--- src/rtl/vga_pkg.sv ---
// vga_pkg: frame geometry defaults and arbiter state type shared by the frame-buffer arbiter
package vga_pkg;
  localparam int H_ACT = 640;
  localparam int V_ACT = 480;
  localparam int DW = 16;
  localparam int AW = 19;
  localparam int FRAME_PIX = H_ACT * V_ACT;
  typedef enum logic {S_IDLE, S_CLEAR} fb_arb_state_t;
endpackage

--- src/rtl/vga_fb_addr_gen.sv ---
// vga_fb_addr_gen: registered linear pixel address y*P_H_ACT+x built from shifted adds
// ports: clk, rst (sync high); x, y visible coordinates; addr registered linear address
module vga_fb_addr_gen #(
  parameter int P_H_ACT = 640,
  parameter int P_AW = 19
) (
  input  logic            clk,
  input  logic            rst,
  input  logic [10:0]     x,
  input  logic [10:0]     y,
  output logic [P_AW-1:0] addr
);
  logic [P_AW-1:0] sum;
  // one shifted copy of y per set bit of the line width; constant folding leaves only adders
  always_comb begin
    sum = P_AW'(x);
    for (int i = 0; i < 16; i++)
      sum = sum + ((((P_H_ACT >> i) & 1) != 0) ? (P_AW'(y) << i) : '0);
  end
  always_ff @(posedge clk) addr <= rst ? '0 : sum;
endmodule

--- src/rtl/vga_fb_arbiter.sv ---
// vga_fb_arbiter: single-port frame-buffer arbiter for display reads, clear fills and draw writes
// ports: i_clk/i_reset (sync high); i_disp_* scan position in, o_pix_* fetched pixel out;
//        i_wr_*/o_wr_ready/o_wr_err draw write port; i_clr_*/o_clr_busy frame clear;
//        o_mem_*/i_mem_rdata registered RAM interface (read data one cycle after o_mem_re)
module vga_fb_arbiter
  import vga_pkg::*;
#(
  parameter int P_H_ACT = H_ACT,
  parameter int P_V_ACT = V_ACT,
  parameter int P_DW = DW,
  parameter int P_AW = AW
) (
  input  logic            i_clk,
  input  logic            i_reset,
  input  logic            i_disp_active,
  input  logic [10:0]     i_disp_x,
  input  logic [10:0]     i_disp_y,
  output logic [P_DW-1:0] o_pix_data,
  output logic            o_pix_valid,
  input  logic            i_wr_valid,
  output logic            o_wr_ready,
  input  logic [P_AW-1:0] i_wr_addr,
  input  logic [P_DW-1:0] i_wr_data,
  output logic            o_wr_err,
  input  logic            i_clr_start,
  input  logic [P_DW-1:0] i_clr_color,
  output logic            o_clr_busy,
  output logic [P_AW-1:0] o_mem_addr,
  output logic            o_mem_re,
  output logic            o_mem_we,
  output logic [P_DW-1:0] o_mem_wdata,
  input  logic [P_DW-1:0] i_mem_rdata
);
  localparam logic [P_AW-1:0] LAST_ADDR = P_AW'(P_H_ACT * P_V_ACT - 1);
  fb_arb_state_t state, state_nxt;
  logic [P_AW-1:0] cnt, cnt_nxt, disp_addr, wr_addr_q;
  logic [P_DW-1:0] color, color_nxt, wdata_q;
  logic re_q, we_q, err_q, pv_q, clr_wr, wr_acc, in_range;
  vga_fb_addr_gen #(.P_H_ACT(P_H_ACT), .P_AW(P_AW)) u_addr_gen (
    .clk(i_clk), .rst(i_reset), .x(i_disp_x), .y(i_disp_y), .addr(disp_addr)
  );
  assign o_wr_ready = ~i_reset & ~i_disp_active & (state == S_IDLE);
  assign wr_acc = i_wr_valid & o_wr_ready;
  assign in_range = i_wr_addr <= LAST_ADDR;
  assign clr_wr = (state == S_CLEAR) & ~i_disp_active;
  always_comb begin
    state_nxt = (state == S_IDLE) ? (i_clr_start ? S_CLEAR : S_IDLE)
                                  : ((clr_wr && cnt == LAST_ADDR) ? S_IDLE : S_CLEAR);
    cnt_nxt = (state == S_IDLE) ? '0 : cnt + P_AW'(clr_wr);
    color_nxt = (state == S_IDLE && i_clr_start) ? i_clr_color : color;
  end
  always_ff @(posedge i_clk) begin
    if (i_reset) begin
      state <= S_IDLE;
      cnt <= '0;
      color <= '0;
      re_q <= 1'b0;
      we_q <= 1'b0;
      err_q <= 1'b0;
      pv_q <= 1'b0;
      wr_addr_q <= '0;
      wdata_q <= '0;
    end else begin
      state <= state_nxt;
      cnt <= cnt_nxt;
      color <= color_nxt;
      re_q <= i_disp_active;
      we_q <= clr_wr | (wr_acc & in_range);
      err_q <= wr_acc & ~in_range;
      pv_q <= re_q;
      wr_addr_q <= clr_wr ? cnt : i_wr_addr;
      wdata_q <= clr_wr ? color : i_wr_data;
    end
  end
  // the read address comes straight from the address generator's register during read slots
  assign o_mem_addr = re_q ? disp_addr : wr_addr_q;
  assign o_mem_re = re_q;
  assign o_mem_we = we_q;
  assign o_mem_wdata = wdata_q;
  assign o_wr_err = err_q;
  assign o_pix_valid = pv_q;
  assign o_pix_data = pv_q ? i_mem_rdata : '0;
  assign o_clr_busy = state == S_CLEAR;
endmodule

--- config.mk ---
export PLATFORM = sky130hd
export DESIGN_NAME = vga_fb_arbiter
export DESIGN_NICKNAME = d
export VERILOG_FILES = /design/src/rtl/vga_pkg.sv /design/src/rtl/vga_fb_addr_gen.sv /design/src/rtl/vga_fb_arbiter.sv
export SDC_FILE = /design/constraint.sdc
export NUM_CORES = 1
export LEC_CHECK = 0
export ABC_AREA = 0
export CAP_MARGIN = 20
export CORE_MARGIN = 3
export CORE_UTILIZATION = 45
export CTS_CLUSTER_DIAMETER = 150
export DETAILED_ROUTE_END_ITERATION = 6
export PLACE_DENSITY_LB_ADDON = 0.08
export SLEW_MARGIN = 20
export SYNTH_ARGS = -nofsm -noshare
export SYNTH_HDL_FRONTEND = slang
export SYNTH_HIERARCHICAL = 1
export SYNTH_SLANG_ARGS = --single-unit
--- constraint.sdc ---
create_clock -name i_clk -period 3.5 [get_ports i_clk]
set_clock_uncertainty 0.2 [all_clocks]
set_input_delay 0.35 -clock i_clk [delete_from_list [all_inputs] [get_ports i_clk]]
set_output_delay 0.35 -clock i_clk [all_outputs]
set_load 0.01 [all_outputs]
==> out/qor.csv <==
stage,metric,value,unit
placed_design,Place WS,162,ps
placed_design,Placed Area,5810,um2
global_routing,vias in the first global route,3610,
yosys,Yosys warnings,6,
routing,drt pass-1 iters,4,
worst_setup_path,Worst Path Max Fanout,3,
sta,fin crit share,84.1,%
yosys,Yosys top cell by area,dfxtp_1,
routing,via count,3820,
global_routing,Tot GR Track Use,21.0,%
power,PwrDens,397,nW/um2
die,I/O pin cnt,151,
routing,Initial DRC Count,147,
worst_setup_path,slowest CP cell,fa_1,
sta,final setup violation count,0,
routing,WL final,11.1,mm
layout,Final Non-Filler Cells,746,
sta,WHS,161,ps
worst_setup_path,critical path endpoint category,flop,
die,Initial Util,47.5,%
yosys,mean post-synth cell area,8.60,um2
sta,Slew HR,42.6,%
job,max-cap viol count,0,
worst_setup_path,CP Data Arrival Time,2980,ps
worst_setup_path,critical path's largest stage delay,520,ps
min_path,Worst Hold Class,in -> reg,
cts,Worst-Skew Late Latency,360,ps
layout,Nets,751,
cts,post-CTS setup repair buffer count,0,
cts,Hold Buf Count CTS,0,
cts,Clock Pin Slew Worst Setup and Hold Paths,90,ps
yosys,Main synth FF type,dfxtp_1,
global_routing,global route overflow,0,
cts,CTS tree,yes,
global_routing,largest net degree at the start of global routing,76,
routing,routed len/inst,14.8,um
sta,fmax,0.340,GHz
cts,CTS Buf Count,9,
sta,setup ws final,557,ps
global_routing,first-pass GRT wire length,17.6,mm
power,VDD IR max,0.000274,V
power,Leakage,2.35,nW
yosys,syn nets,611,
yosys,register area share after synthesis,44.4,%
cts,Post-CTS Resized,0,
layout,Final Instance Area,6020,um2
routing,remaining routing DRC violations,0,
placed_design,IO buf count,150,
yosys,Synth area leaders,"dfxtp_1 (44%), nand2_1 (9.9%), a21oi_1 (7.3%)",
sta,crit path time final,2940,ps
sta,Total Neg Setup Slack,0,ps
global_routing,antenna violations before repair,0,
yosys,Synth top area share,44.4,%
worst_setup_path,critical-path cell list,clkdlybuf4s50_1 > inv_1 > fa_1 > inv_1 > fa_1 > a211oi_2 > o21bai_1 > a311oi_2 > xnor2_1 > nor2_1,
sta,fin. max-slew vios,0,
die,die span in y,103,um
die,Core ar.,8930,um2
yosys,Post-synth EDFFs,0,
yosys,ys async rst share,0,%
layout,# diodes,0,
yosys,Yosys reg bits,94,
layout,Layout area overhead,42.1,%
routing,via/cell ratio,5.12,
outcome,status,finished clean,
die,Die Area,10600,um2
yosys,number of distinct library cells after synthesis,46,
worst_setup_path,"Req. time, crit path",3530,ps
layout,filler instances,783,
cts,Max clock buf depth,2,
sta,worst slew pin tran,860,ps
worst_setup_path,startpoint types,primary input,
sta,unrepaired setup endpoints after global routing,false,
placed_design,gpl congestion,0.850,
die,# rows,34,
routing,post-route ant nets,0,
yosys,Gate Count Post-Synth,493,
sta,Final Hold Viols,0,
die,Die X,103,um
cts,H-tree Lvls,3,
placed_design,Final HPWL DP,8.16,mm
layout,layout cells sized above 1,8.15,%
cts,clock root buffer,clkbuf_8,
cts,clk sink count,94,
yosys,Post-Syn Area,4240,um2
placed_design,placed insts,730,
worst_setup_path,Crit Path Class,in -> reg,
-- flip-flops by register name, indices dropped and copies added (netlist names) --
signal           count
u_addr_gen/addr     19
color               16
o_mem_wdata         16
o_mem_re             1
o_mem_we             1
o_pix_valid          1
wr_addr_q           19
cnt                 19
o_clr_busy           1
o_wr_err             1
-- metrics by stage --
stage               util [%]  power, mW
global placement        65.0       1.65
global route            67.4       2.51
floorplan                  -       1.42
finish                  67.4       2.39
detailed placement      65.0       1.66
CTS                     67.4       2.41
-- cell usage after synthesis, types with 2 or more instances --
master and instances:
a211oi_1 3, a21oi_1 62, nor2_1 27, nand2_1 112, xnor2_1 11, nor4_1 3, nand2b_1 4, o21a_1 2
nand3_1 4, nor3_1 6, or3_2 3, buf_1 6, and3_1 3, xor2_1 8, a211oi_2 2, o21ai_0 6
fa_1 3, and2_1 16, nand4_1 6, o21bai_1 4, mux2_2 19, clkbuf_1 19, dfxtp_1 94, a21o_1 2
nor2b_1 16, a31o_2 2, ha_1 21, inv_1 11
-- final cells by class --
cell class | count | area [um2] | area share (%)
Clock buffer | 10 | 138 | 2.28
Sequential cell | 94 | 1880 | 31.2
Timing Repair Buffer | 155 | 1530 | 25.5
Clock inverter | 6 | 77.6 | 1.29
Inverter | 12 | 45.0 | 0.748
Multi-Input combinational cell | 361 | 2210 | 36.7
Tap cell | 108 | 135 | 2.24
-- critical path, delay by kind of cell --
| kind | cells | cell delay (ps) |
|---|---|---|
| AOI/OAI and AO/OA | 3 | 780 |
| adders and majority gates | 2 | 1020 |
| buffers and inverters | 3 | 620 |
| and+or+nand+nor | 1 | 50 |
| xor gates and xnor gates | 1 | 140 |
-- power breakdown --
group          switching, mW  internal (mW)  leakage, nW  total (mW)
clock                  0.391          0.363        0.107       0.754
sequential            0.0256           1.13        0.775        1.16
combinational          0.205          0.271         1.47       0.476
-- placed cells by master, fill, tap and decap left out, drive strengths merged, types with 5 or more instances in the layout --
cell | Yosys | final
nor2 | 27 | 27
xor2 | 8 | 8
nand4 | 7 | 7
and2 | 16 | 16
ha | 21 | 21
nand2 | 112 | 112
a211oi | 5 | 5
dfxtp | 94 | 94
nor2b | 16 | 16
xnor2 | 11 | 11
nor3 | 6 | 6
o21ai | 7 | 7
clkbuf | 20 | 10
or3 | 5 | 5
mux2 | 20 | 20
clkdlybuf4s50 | 0 | 149
inv | 11 | 14
buf | 6 | 6
a21oi | 62 | 62
-- path summary, 6_finish.rpt --
kind              slack [ps]  cells after the start   startpoint             endpoint
setup / recovery         560                     10  i_disp_y[0]  u_addr_gen/addr[18]
setup reg to reg        1030                      8   o_clr_busy              cnt[18]
hold reg to reg          250                      2    color[15]      o_mem_wdata[15]
hold / removal           160                      3      i_reset             o_wr_err
-- cells by family (layout without fill, tap and decap cells) --
group	Yosys count	count (layout)	share of synthesized area, %
xor gates and xnor gates	19	19	3.93
AOI/OAI and AO/OA	91	91	12.5
and+or+nand+nor	207	207	22.8
adders and majority gates	24	24	7.62
DFF	94	94	44.4
muxes	20	20	5.31
buffers and inverters	38	183	3.39
-- layer usage --
metal  up-vias  GRT usage [%]  part of all wire, %
met5         -              0                    0
li1       1928              -                    -
met1      1761           28.1                   45
met2       121           34.3                   47
met3        10           5.07                  7.3
met4         0           4.58                  1.0
Power figures use the tool's default switching activity.
